## src/rtl/maze_cmd_sequencer.sv

```systemverilog
// Route sequencer for the MazeRunner: accepts UART commands, walks a 3-slot turn list at
// line gaps, steers open-loop through the gap, and handles route end and bump events.
module maze_cmd_sequencer #(
  parameter bit          FAST_SIM = 1'b1,
  parameter logic [15:0] VEER_ERR = 16'h0340,
  parameter logic [21:0] VEER_CYC = 22'd3_000_000
) (
  input  logic        clk,
  input  logic        rst,
  input  logic [7:0]  cmd,
  input  logic        cmd_rdy,
  output logic        clr_cmd_rdy,
  input  logic        line_present,
  input  logic        BMPL_n,
  input  logic        BMPR_n,
  output logic        go,
  output logic [15:0] err_opn_lp,
  output logic        buzz,
  output logic        send_resp
);

  typedef enum logic [2:0] {IDLE, MOVE, VEER, STOP, BUMPED} state_t;

  localparam logic [1:0]  T_END   = 2'b00;
  localparam logic [1:0]  T_RIGHT = 2'b01;
  localparam logic [1:0]  T_LEFT  = 2'b10;
  localparam logic [21:0] VEER_TERM = FAST_SIM ? 22'd1024 : VEER_CYC;

  state_t      state_q, state_d;
  logic [5:0]  turns_q, turns_d;
  logic [1:0]  dir_q, dir_d;
  logic [21:0] timer_q, timer_d;
  logic [14:0] bz_cnt_q, bz_cnt_d;
  logic        bmpl_s1_q, bmpl_s2_q, bmpr_s1_q, bmpr_s2_q;
  logic        bmpl_s1_d, bmpl_s2_d, bmpr_s1_d, bmpr_s2_d;
  logic        line_prev_q, line_prev_d;
  logic        cmd_rdy_prev_q, cmd_rdy_prev_d;
  logic        go_q, go_d, buzz_q, buzz_d, resp_q, resp_d, clr_q, clr_d;
  logic [15:0] err_q, err_d;
  logic        accept, is_stop, is_go, gap, bmp;

  always_comb begin
    bmpl_s1_d      = BMPL_n;
    bmpl_s2_d      = bmpl_s1_q;
    bmpr_s1_d      = BMPR_n;
    bmpr_s2_d      = bmpr_s1_q;
    line_prev_d    = line_present;
    cmd_rdy_prev_d = cmd_rdy;

    // One acceptance per cmd_rdy assertion, however long the receiver holds it.
    accept  = cmd_rdy & ~cmd_rdy_prev_q;
    is_stop = accept & (cmd[7:6] == 2'b00);
    is_go   = accept & (cmd[7:6] == 2'b01);
    gap     = line_prev_q & ~line_present;
    bmp     = ~bmpl_s2_q | ~bmpr_s2_q;

    state_d  = state_q;
    turns_d  = turns_q;
    dir_d    = dir_q;
    timer_d  = timer_q;
    bz_cnt_d = '0;

    if (bmp && go_q) begin
      state_d = BUMPED;
    end else if (is_stop) begin
      state_d = IDLE;
      turns_d = '0;
    end else if (is_go) begin
      state_d = MOVE;
      turns_d = cmd[5:0];
      timer_d = '0;
    end else begin
      case (state_q)
        MOVE: if (gap) begin
          turns_d = {2'b00, turns_q[5:2]};
          if (turns_q[1:0] == T_END) begin
            state_d = STOP;
          end else begin
            state_d = VEER;
            dir_d   = turns_q[1:0];
            timer_d = '0;
          end
        end
        VEER: begin
          // Saturate so a long-lost line cannot wrap the timer below terminal.
          if (timer_q < VEER_TERM) timer_d = timer_q + 22'd1;
          if ((timer_q >= VEER_TERM) && line_present) state_d = MOVE;
        end
        STOP:    state_d = IDLE;
        default: ;
      endcase
    end

    if ((state_d == BUMPED) && (state_q == BUMPED)) bz_cnt_d = bz_cnt_q + 15'd1;

    go_d   = (state_d == MOVE) || (state_d == VEER);
    err_d  = '0;
    if (state_d == VEER) begin
      if (dir_d == T_RIGHT)     err_d = VEER_ERR;
      else if (dir_d == T_LEFT) err_d = ~VEER_ERR + 16'd1;
    end
    buzz_d = (state_d == BUMPED) ? (FAST_SIM ? bz_cnt_d[4] : bz_cnt_d[14]) : 1'b0;
    resp_d = (state_d == STOP) && (state_q != STOP);
    clr_d  = accept;
  end

  always_ff @(posedge clk) begin
    if (rst) begin
      state_q        <= IDLE;
      turns_q        <= '0;
      dir_q          <= T_END;
      timer_q        <= '0;
      bz_cnt_q       <= '0;
      bmpl_s1_q      <= 1'b1;
      bmpl_s2_q      <= 1'b1;
      bmpr_s1_q      <= 1'b1;
      bmpr_s2_q      <= 1'b1;
      line_prev_q    <= 1'b0;
      cmd_rdy_prev_q <= 1'b0;
      go_q           <= 1'b0;
      err_q          <= '0;
      buzz_q         <= 1'b0;
      resp_q         <= 1'b0;
      clr_q          <= 1'b0;
    end else begin
      state_q        <= state_d;
      turns_q        <= turns_d;
      dir_q          <= dir_d;
      timer_q        <= timer_d;
      bz_cnt_q       <= bz_cnt_d;
      bmpl_s1_q      <= bmpl_s1_d;
      bmpl_s2_q      <= bmpl_s2_d;
      bmpr_s1_q      <= bmpr_s1_d;
      bmpr_s2_q      <= bmpr_s2_d;
      line_prev_q    <= line_prev_d;
      cmd_rdy_prev_q <= cmd_rdy_prev_d;
      go_q           <= go_d;
      err_q          <= err_d;
      buzz_q         <= buzz_d;
      resp_q         <= resp_d;
      clr_q          <= clr_d;
    end
  end

  assign go          = go_q;
  assign err_opn_lp  = err_q;
  assign buzz        = buzz_q;
  assign send_resp   = resp_q;
  assign clr_cmd_rdy = clr_q;

endmodule
```

## config.mk

```make
export PLATFORM = sky130hd
export DESIGN_NAME = maze_cmd_sequencer
export DESIGN_NICKNAME = d
export VERILOG_FILES = /design/src/rtl/maze_cmd_sequencer.sv
export SDC_FILE = /design/constraint.sdc
export NUM_CORES = 1
export LEC_CHECK = 0
export BUFFER_PORTS_ARGS = -buffer_cell sky130_fd_sc_hd__buf_2
export CAP_MARGIN = 20
export CORE_MARGIN = 3
export CORE_UTILIZATION = 50
export CTS_CLUSTER_DIAMETER = 100
export DETAILED_ROUTE_END_ITERATION = 16
export MAX_ROUTING_LAYER = met4
export PLACE_DENSITY = 0.77
export SLEW_MARGIN = 10
export SYNTH_ARGS = -nofsm -noshare
export SYNTH_HDL_FRONTEND = slang
export SYNTH_SLANG_ARGS = --single-unit
export TNS_END_PERCENT = 100
```

## constraint.sdc

```tcl
create_clock -name clk -period 2.9 [get_ports clk]
set_input_delay 0.145 -clock clk [delete_from_list [all_inputs] [get_ports clk]]
set_output_delay 0.145 -clock clk [all_outputs]
set_load 0.01 [all_outputs]
```

==> impl_summary.txt, run 1 <==
----------------------------------------------------
[Die]
  Num ports ... 34
  Floorplan row count ... 24
  Horizontal die dimension ... approximately 75 um
  Die Footprint ... between 5000 and 6000 um^2
  Core footprint ... 4500 um^2
  Effective utilization at floorplan ... approximately 53%
  Die outline height ... 75.4 um

[Clocking]
  Post-CTS setup repair buffer count ... 0
  Cell at the root of the clock tree ... sky130_fd_sc_hd__clkbuf_8
  Clock latency at the later pin of the worst-skew pair ... 0.31 ns
  Max H-tree Level ... 2
  Number of sinks on the clock net ... slightly above 50
  Post-CTS Hold Buffers ... 0
  Number of buffers inserted during clock tree synthesis ... 5
  Clock tree buffer depth ... 2
  Clock Pin Slew Worst Setup and Hold Paths ... about 0.10 ns
  TritonCTS clock tree ... built
  Cts repair resizes ... 0

[Logic synthesis]
  Most common library cells after synthesis ... sky130_fd_sc_hd__dfxtp_1 (51), sky130_fd_sc_hd__a21oi_1 (24), sky130_fd_sc_hd__nor2_1 (23)
  Synth Area per Inst ... between 8 and 9 um^2
  Yosys warning total ... 0
  Cell type with the highest aggregate area in the netlist ... sky130_fd_sc_hd__dfxtp_1
  Post-synth top area share ... 42.4%
  Number of enable flip-flop cells after synthesis ... 0
  Flip-flop cell with the highest count after synthesis ... sky130_fd_sc_hd__dfxtp_1
  Summed instance area of the synthesized netlist ... between 2000 and 2500 um^2
  Most numerous cell in the Yosys netlist ... sky130_fd_sc_hd__dfxtp_1
  Synthesized instance count ... around 280
  Count of state elements after synthesis ... 51
  Asr flop ratio synth ... 0%
  Seq/Total Area, Yosys ... a little over two fifths
  Ranking of synthesized cells by area ... sky130_fd_sc_hd__dfxtp_1 (42%), sky130_fd_sc_hd__a21oi_1 (5.0%), sky130_fd_sc_hd__buf_4 (4.4%), sky130_fd_sc_hd__nor2_1 (3.6%), sky130_fd_sc_hd__nand2_1 (3.4%)
  Number of unique standard cell types used by synthesis ... 46

[Layout]
  Post-synthesis to final-layout area growth ... 6.96%
  Final standard cell area without fillers ... between 2000 and 3000 um^2
  Number of antenna diodes ... 0
  Share of layout cells above drive strength 1 ... 14.8%
  Number of nets in the final layout ... 316

[STA]
  Fmax achieved ... around 0.42 GHz
  Fin Clk Skew ... roughly 0.016 ns
  Max-slew headroom at the worst pin ... 54.5%
  Transition at the pin with the smallest max-transition slack ... between 0.6 and 0.7 ns
  Number of failing hold endpoints at the final stage ... 0
  Setup TNS ... 0 ns
  Portion of the clock cycle consumed by the worst path in the final layout ... 82.0%
  Minimum clock period after layout ... around 2.4 ns
  Final count of negative-setup-slack endpoints ... 0
  Final Max Tran Viols ... 0
  Unrepaired setup endpoints after global routing ... false

[Route]
  Number of remaining DRC errors ... 0
  Sum of routed wire length over all layers ... roughly 4800 um
  Vias per std cell ... approximately 5.8
  First-iteration detailed-routing DRC count ... 172
  Iteration count of the initial detailed-routing pass ... 4
  Count of vias placed by the detailed router ... about 2000
  Number of nets with antenna violations after routing ... 0
  Wire length per cell ... 13.6 um

[Critical path]
  Type of destination of the critical path ... flip-flop
  List of cells traversed by the critical path ... nor3b_1 > nand4_1 > a21o_1 > or4_1 > a21oi_1
  Critical path arrival ... 2.62 ns
  Kind of launch point of the worst setup path ... flip-flop
  Worst Setup Path Type ... flip-flop to flip-flop
  Peak per-stage delay on the critical path ... approximately 0.58 ns
  Worst r2r path cells ... 5
  Worst Path Max Fanout ... 24
  Critical path data required time ... between 3 and 4 ns
  Max stage delay cell, worst path ... sky130_fd_sc_hd__or4_1

[Global routing]
  Via count of the first global-routing pass ... ~1800
  Gr busiest metal ... met2
  Number of antenna violations at the first check in global routing ... 0
  Global-route wire length before repair ... slightly below 8000 um
  Pin count of the biggest net entering global routing ... 25
  Met3 usage in global routing ... about 4.0%
  GR met1 Demand/Resource ... between 20 and 25%
  Total gr overflow ... 0
  Global router's overall resource usage ... between 15 and 20%
  Global-route track usage on met2 ... 27.5%

[Placed design]
  Number of port buffers ... 27
  Detailed Place HPWL ... between 3000 and 4000 um
  Cell area after placement ... approximately 2500 um^2
  RD Place Congestion ... 0.838

[Pwr]
  Peak ir drop on the vdd network ... a little over 0.3 mV
  Leakage power of the design ... 0.962 nW
  Power density over cell area ... 506 nW/um^2

[Flow run]
  Number of max-cap violations ... 0

[Worst hold path]
  Worst Hold Class ... input port to flip-flop
  Worst Hold Path Cells ... 2

[Run status]
  Status ... finished clean

----------------------------------------------------
-- per-stage QoR --
step                util [%]  setup slack, ns  instances  total power, mW  hold slack (ns)
detailed placement      54.7            0.561        342            0.813            0.331
CTS                     57.2            0.550        350             1.31         0.000827
global placement        54.7            0.660        342            0.811            0.328
finish                  57.2            0.521        350             1.30           0.0112
floorplan                  -            0.917        287            0.799            0.229
global route            57.2            0.310        350             1.35          0.00812
-- area by class of cell --
| type | count | area [um^2] |
|---|---|---|
| fillers | 413 | 1930 |
| clock buffers | 5 | 68.8 |
| multi-input cells | 200 | 1200 |
| well taps | 52 | 65.1 |
| flip-flops and latches | 51 | 1020 |
| clock inverters | 3 | 46.3 |
| inverters | 12 | 45.0 |
| repair buffers | 27 | 135 |
-- per-layer routing --
layer / share of wire (%) / routed length, um
met2: 45 / 2160
met5: 0 / 0
met1: 47 / 2220
met3: 5.8 / 275
met4: 2.6 / 122
-- worst max-delay path, delay by kind of cell, from the launching register on --
kind            cells  cell delay [ns]
flops               1             0.48
compound gates      2             0.62
simple gates        3             1.20
-- path summary, 6_finish.rpt --
path	startpoint	endpoint	slack (ns)
max reg2reg	state_q[1]$_SDFF_PP0_	timer_q[8]$_SDFFE_PP0P_	0.52
max	state_q[1]$_SDFF_PP0_	timer_q[8]$_SDFFE_PP0P_	0.52
min	BMPR_n	bmpr_s1_q$_SDFF_PP1_	0.01
min reg2reg	bmpr_s1_q$_SDFF_PP1_	bmpr_s2_q$_SDFF_PP1_	0.42
-- flip-flops by register name, indices dropped and copies added, names as in the netlist, 2 cells and up --
name and count:
turns_q 6, timer_q 22, state_q 3, bz_cnt_q 5
err_opn_lp 3, dir_q 2
-- cell usage in the layout, fill, tap and decap left out, types with 6 or more instances in the layout --
cell type and n:
sky130_fd_sc_hd__buf_2 27, sky130_fd_sc_hd__or2_2 6, sky130_fd_sc_hd__conb_1 6, sky130_fd_sc_hd__o21a_1 7, sky130_fd_sc_hd__a21oi_1 24, sky130_fd_sc_hd__or4_1 6
sky130_fd_sc_hd__inv_1 12, sky130_fd_sc_hd__nand4_1 8, sky130_fd_sc_hd__dfxtp_1 51, sky130_fd_sc_hd__nand2_1 22, sky130_fd_sc_hd__nor2_1 23, sky130_fd_sc_hd__a21o_1 8
sky130_fd_sc_hd__nor4_1 10, sky130_fd_sc_hd__nand3_1 16
-- cells by family after synthesis --
kind of cell	after synthesis	synth area share, %
flops	51	42.4
buf+inv	36	8.77
compound gates	62	16.5
xor+xnor	5	1.82
fa+ha+maj	5	2.60
other cells	1	0.156
simple gates	122	27.8
-- power by group --
part	leakage, nW	internal (mW)	switching, mW	total (mW)
Combinational	0.495	0.0288	0.0515	0.0803
Sequential	0.413	0.710	0.00828	0.718
Clock	0.0548	0.260	0.246	0.506
Total	0.962	0.998	0.306	1.30
Note: power is estimated with default switching activity, not from simulation.
==> run 2: changes to the inputs <==
Settings changed: ABC_AREA from default to 1.
Clock period 2.9 ns to 2.2 ns, I/O delays scaled along.
==> run 2 against run 1 <==
Compared with the run above: count of clock-buffer cells in the layout up 3; sequential share of layout area down 1.5 points; wire length down 6.2%; combinational power up 94%; non-clock buffer count up 2; final cell count up 24%; critical path type unchanged; register-to-register slack worse by 0.05 ns; synthesized cell count up 23%; largest cell class unchanged; final area up 4.0%.
==> impl_summary.txt, run 2 <==
----------------------------------------------------
[Layout]
  Registers with the most flip-flops ... timer_q x22, turns_q x6, bz_cnt_q x5
  Most flop-heavy register ... timer_q
  Share of layout cells above drive strength 1 ... 15.8% (+1.1 points)
  Number of nets in the final layout ... 384 (+22%)
  Area taken by flip-flops and latches ... 1020 um^2 (unchanged)
  Number of fillers in the final layout ... 473 (+15%)
  Most common cell after layout, fill and taps aside ... sky130_fd_sc_hd__nand2_1
  Top library cells by usage in the layout, fill and taps aside ... sky130_fd_sc_hd__nand2_1 (72), sky130_fd_sc_hd__nor2_1 (56), sky130_fd_sc_hd__dfxtp_1 (51)
  Post-synthesis to final-layout area growth ... 7.58%
  Final Core Density ... 56.0% (-1.2 points)
  Number of flip-flops in the largest register ... 22 (unchanged)
  Number of antenna diodes ... 0 (unchanged)
  Footprint of the multi-input gates ... 1170 um^2 (-1.8%)

[Critical path]
  Critical path data required time ... 2.43 ns (-0.71 ns)
  Worst Path Max Fanout ... 10 (-58%)
  Critical path arrival ... 1.96 ns (-0.66 ns)
  Startpoint of the worst-slack reg-to-reg timing path ... timer_q[0]$_SDFFE_PP0P_
  Worst Setup Path Type ... flip-flop to flip-flop
  Startpoint of the worst setup timing path ... timer_q[0]$_SDFFE_PP0P_
  Kind of launch point of the worst setup path ... flip-flop
  Type of destination of the critical path ... flip-flop

[Die]
  Horizontal die dimension ... 76.6 um (+1.6%)
  Num ports ... 34 (unchanged)
  Die Footprint ... 5870 um^2 (+3.1%)
  Core footprint ... 4790 um^2 (+6.3%)
  Floorplan row count ... 25 (+4.2%)
  Die outline height ... 76.6 um (+1.6%)
  Effective utilization at floorplan ... 52.1% (-1.4 points)

[Global routing]
  Global router's overall resource usage ... 16.6% (-2.0 points)
  Number of antenna violations at the first check in global routing ... 0 (unchanged)
  Via count of the first global-routing pass ... 1879 (+5.4%)
  Global-route wire length before repair ... 7820 um (-1.0%)
  Total gr overflow ... 0 (unchanged)
  Pin count of the biggest net entering global routing ... 38 (+52%)

[STA]
  Final Max Tran Viols ... 0 (unchanged)
  Max-slew headroom at the worst pin ... 54.6% (+0.12 points)
  Final count of negative-setup-slack endpoints ... 0 (unchanged)
  Fmax achieved ... 0.579 GHz (+38%)
  Portion of the clock cycle consumed by the worst path in the final layout ... 78.5% (-3.5 points)
  Setup TNS ... 0 ns (unchanged)
  Transition at the pin with the smallest max-transition slack ... 0.681 ns (+0.00273 ns)
  Number of failing hold endpoints at the final stage ... 0 (unchanged)
  Fin Clk Skew ... 0.00334 ns (-0.0128 ns)
  Minimum clock period after layout ... 1.73 ns (-0.651 ns)
  Unrepaired setup endpoints after global routing ... false

[Clocking]
  Clock Pin Slew Worst Setup and Hold Paths ... 0.08 ns (-0.02 ns)
  Clock latency at the later pin of the worst-skew pair ... 0.30 ns (about the same)
  TritonCTS clock tree ... built
  Cell at the root of the clock tree ... sky130_fd_sc_hd__clkbuf_8
  Number of sinks on the clock net ... 51 (unchanged)
  Cts repair resizes ... 0 (unchanged)
  Clock tree buffer depth ... 2 (unchanged)
  Max H-tree Level ... 2 (unchanged)
  Post-CTS setup repair buffer count ... 0 (unchanged)
  Post-CTS Hold Buffers ... 2 (+2)
  Number of buffers inserted during clock tree synthesis ... 5 (unchanged)

[Route]
  Wire length per cell ... 10.4 um (-24%)
  Vias per std cell ... 4.84 (-17%)
  Count of vias placed by the detailed router ... 2096 (+2.7%)
  Number of nets with antenna violations after routing ... 0 (unchanged)
  First-iteration detailed-routing DRC count ... 70 (-59%)
  Iteration count of the initial detailed-routing pass ... 4 (unchanged)
  Sum of routed wire length over all layers ... 4480 um (-6.2%)
  Number of remaining DRC errors ... 0 (unchanged)

[Pwr]
  Leakage power of the design ... 1.21 nW (+26%)
  Peak ir drop on the vdd network ... 0.317 mV (+3.4%)
  Power density over cell area ... 628 nW/um^2 (+24%)

[Logic synthesis]
  Most numerous cell in the Yosys netlist ... sky130_fd_sc_hd__nand2_1
  Cell type with the highest aggregate area in the netlist ... sky130_fd_sc_hd__dfxtp_1
  Summed instance area of the synthesized netlist ... 2490 um^2 (+3.4%)
  Asr flop ratio synth ... 0% (unchanged)
  Number of unique standard cell types used by synthesis ... 33 (-28%)
  Synth Area per Inst ... 7.16 um^2 (-16%)
  Number of enable flip-flop cells after synthesis ... 0 (unchanged)
  Most common library cells after synthesis ... sky130_fd_sc_hd__nand2_1 (72), sky130_fd_sc_hd__nor2_1 (56), sky130_fd_sc_hd__dfxtp_1 (51)
  Seq/Total Area, Yosys ... 41.0% (-1.4 points)
  Count of state elements after synthesis ... 51 (unchanged)
  Yosys warning total ... 0 (unchanged)
  Synthesized instance count ... 348 (+23%)
  Flip-flop cell with the highest count after synthesis ... sky130_fd_sc_hd__dfxtp_1
  Post-synth top area share ... 41.0% (-1.4 points)
  Ranking of synthesized cells by area ... sky130_fd_sc_hd__dfxtp_1 (41%), sky130_fd_sc_hd__nand2_1 (11%), sky130_fd_sc_hd__nor2_1 (8.4%), sky130_fd_sc_hd__nand3_1 (6.8%), sky130_fd_sc_hd__inv_1 (5.0%)

[Worst hold path]
  Critical hold path startpoint ... cmd[4]
  Worst Hold Class ... input port to flip-flop

[Flow run]
  Number of max-cap violations ... 0 (unchanged)

[Placed design]
  RD Place Congestion ... 0.845 (+0.85%)
  Number of port buffers ... 27 (unchanged)
  Detailed Place HPWL ... 3200 um (-4.7%)

[Run status]
  Status ... finished clean

----------------------------------------------------
run 2: cell count changes after synthesis, sizes merged, moves of 4 or more:
cell   before  now
inv        12   39
o21a        7    0
nor2       23   59
or4         6    0
and4        4    0
a21o        8    2
nor2b       5    0
nand3      16   37
a21oi      25   20
nand2      22   75
and3        4    0
nor4       10    1
nor3b       5    0
run 2: cell type report:
cell class | instances | area share [%]
multi-input cells | 239 | 43.8
repair buffers | 29 | 5.79
flip-flops and latches | 51 | 38.1
clock buffers | 8 | 3.73
inverters | 39 | 5.46
well taps | 67 | 3.13
run 2: power by group:
| part | internal (mW) | leakage (nW) | switching, mW |
|---|---|---|---|
| clock network | 0.287 | 0.0515 | 0.285 |
| registers | 0.941 | 0.414 | 0.0138 |
| logic | 0.0481 | 0.743 | 0.108 |
run 2: logic make-up after synthesis:
group / after synthesis / share of synthesized area, %
adders and majority gates: 5 / 2.51
and+or+nand+nor: 190 / 34.8
AOI/OAI and AO/OA: 36 / 8.23
other: 1 / 0.150
buffers and inverters: 63 / 12.7
DFF: 51 / 41.0
xor gates and xnor gates: 2 / 0.703
run 2: critical path, stage by stage (launching register included):
cell and delay [ns]:
sky130_fd_sc_hd__dfxtp_1 0.49, sky130_fd_sc_hd__ha_1 0.28, sky130_fd_sc_hd__nand2_1 0.09, sky130_fd_sc_hd__nor2_1 0.23, sky130_fd_sc_hd__nand3_1 0.11, sky130_fd_sc_hd__nand2_1 0.07
sky130_fd_sc_hd__nand3_1 0.06, sky130_fd_sc_hd__nor2_1 0.09, sky130_fd_sc_hd__nand3_1 0.08, sky130_fd_sc_hd__a21oi_1 0.16
run 2: worst paths after layout:
path,to,slack [ns],cells past startpoint
hold reg to reg,bmpr_s2_q$_SDFF_PP1_,0.41,1
setup reg to reg,timer_q[8]$_SDFFE_PP0P_,0.47,9
hold / removal,turns_q[4]$_SDFFE_PP0P_,0.07,3
setup / recovery,timer_q[8]$_SDFFE_PP0P_,0.47,9
run 2: stage by stage:
step           cells  power, mW  setup slack [ns]  hold WS, ns  area, um^2
3_3_place_gp     423       1.13             0.543        0.293        2560
3_5_place_dp     423       1.13             0.495        0.297        2560
4_1_cts          433       1.70             0.457       0.0632        2680
5_1_grt          433       1.76             0.251       0.0619        2680
2_1_floorplan    353       1.11             0.769        0.214        2510
6_report         433       1.68             0.472       0.0673        2680
run 2: metal layers:
metal	share of wire [%]	vias to the layer above	GRT usage, %
met4	1.2	0	4.89
li1	-	1113	-
met1	47	925	19.7
met2	46	52	28.1
met5	0	-	-
met3	6.3	6	3.55
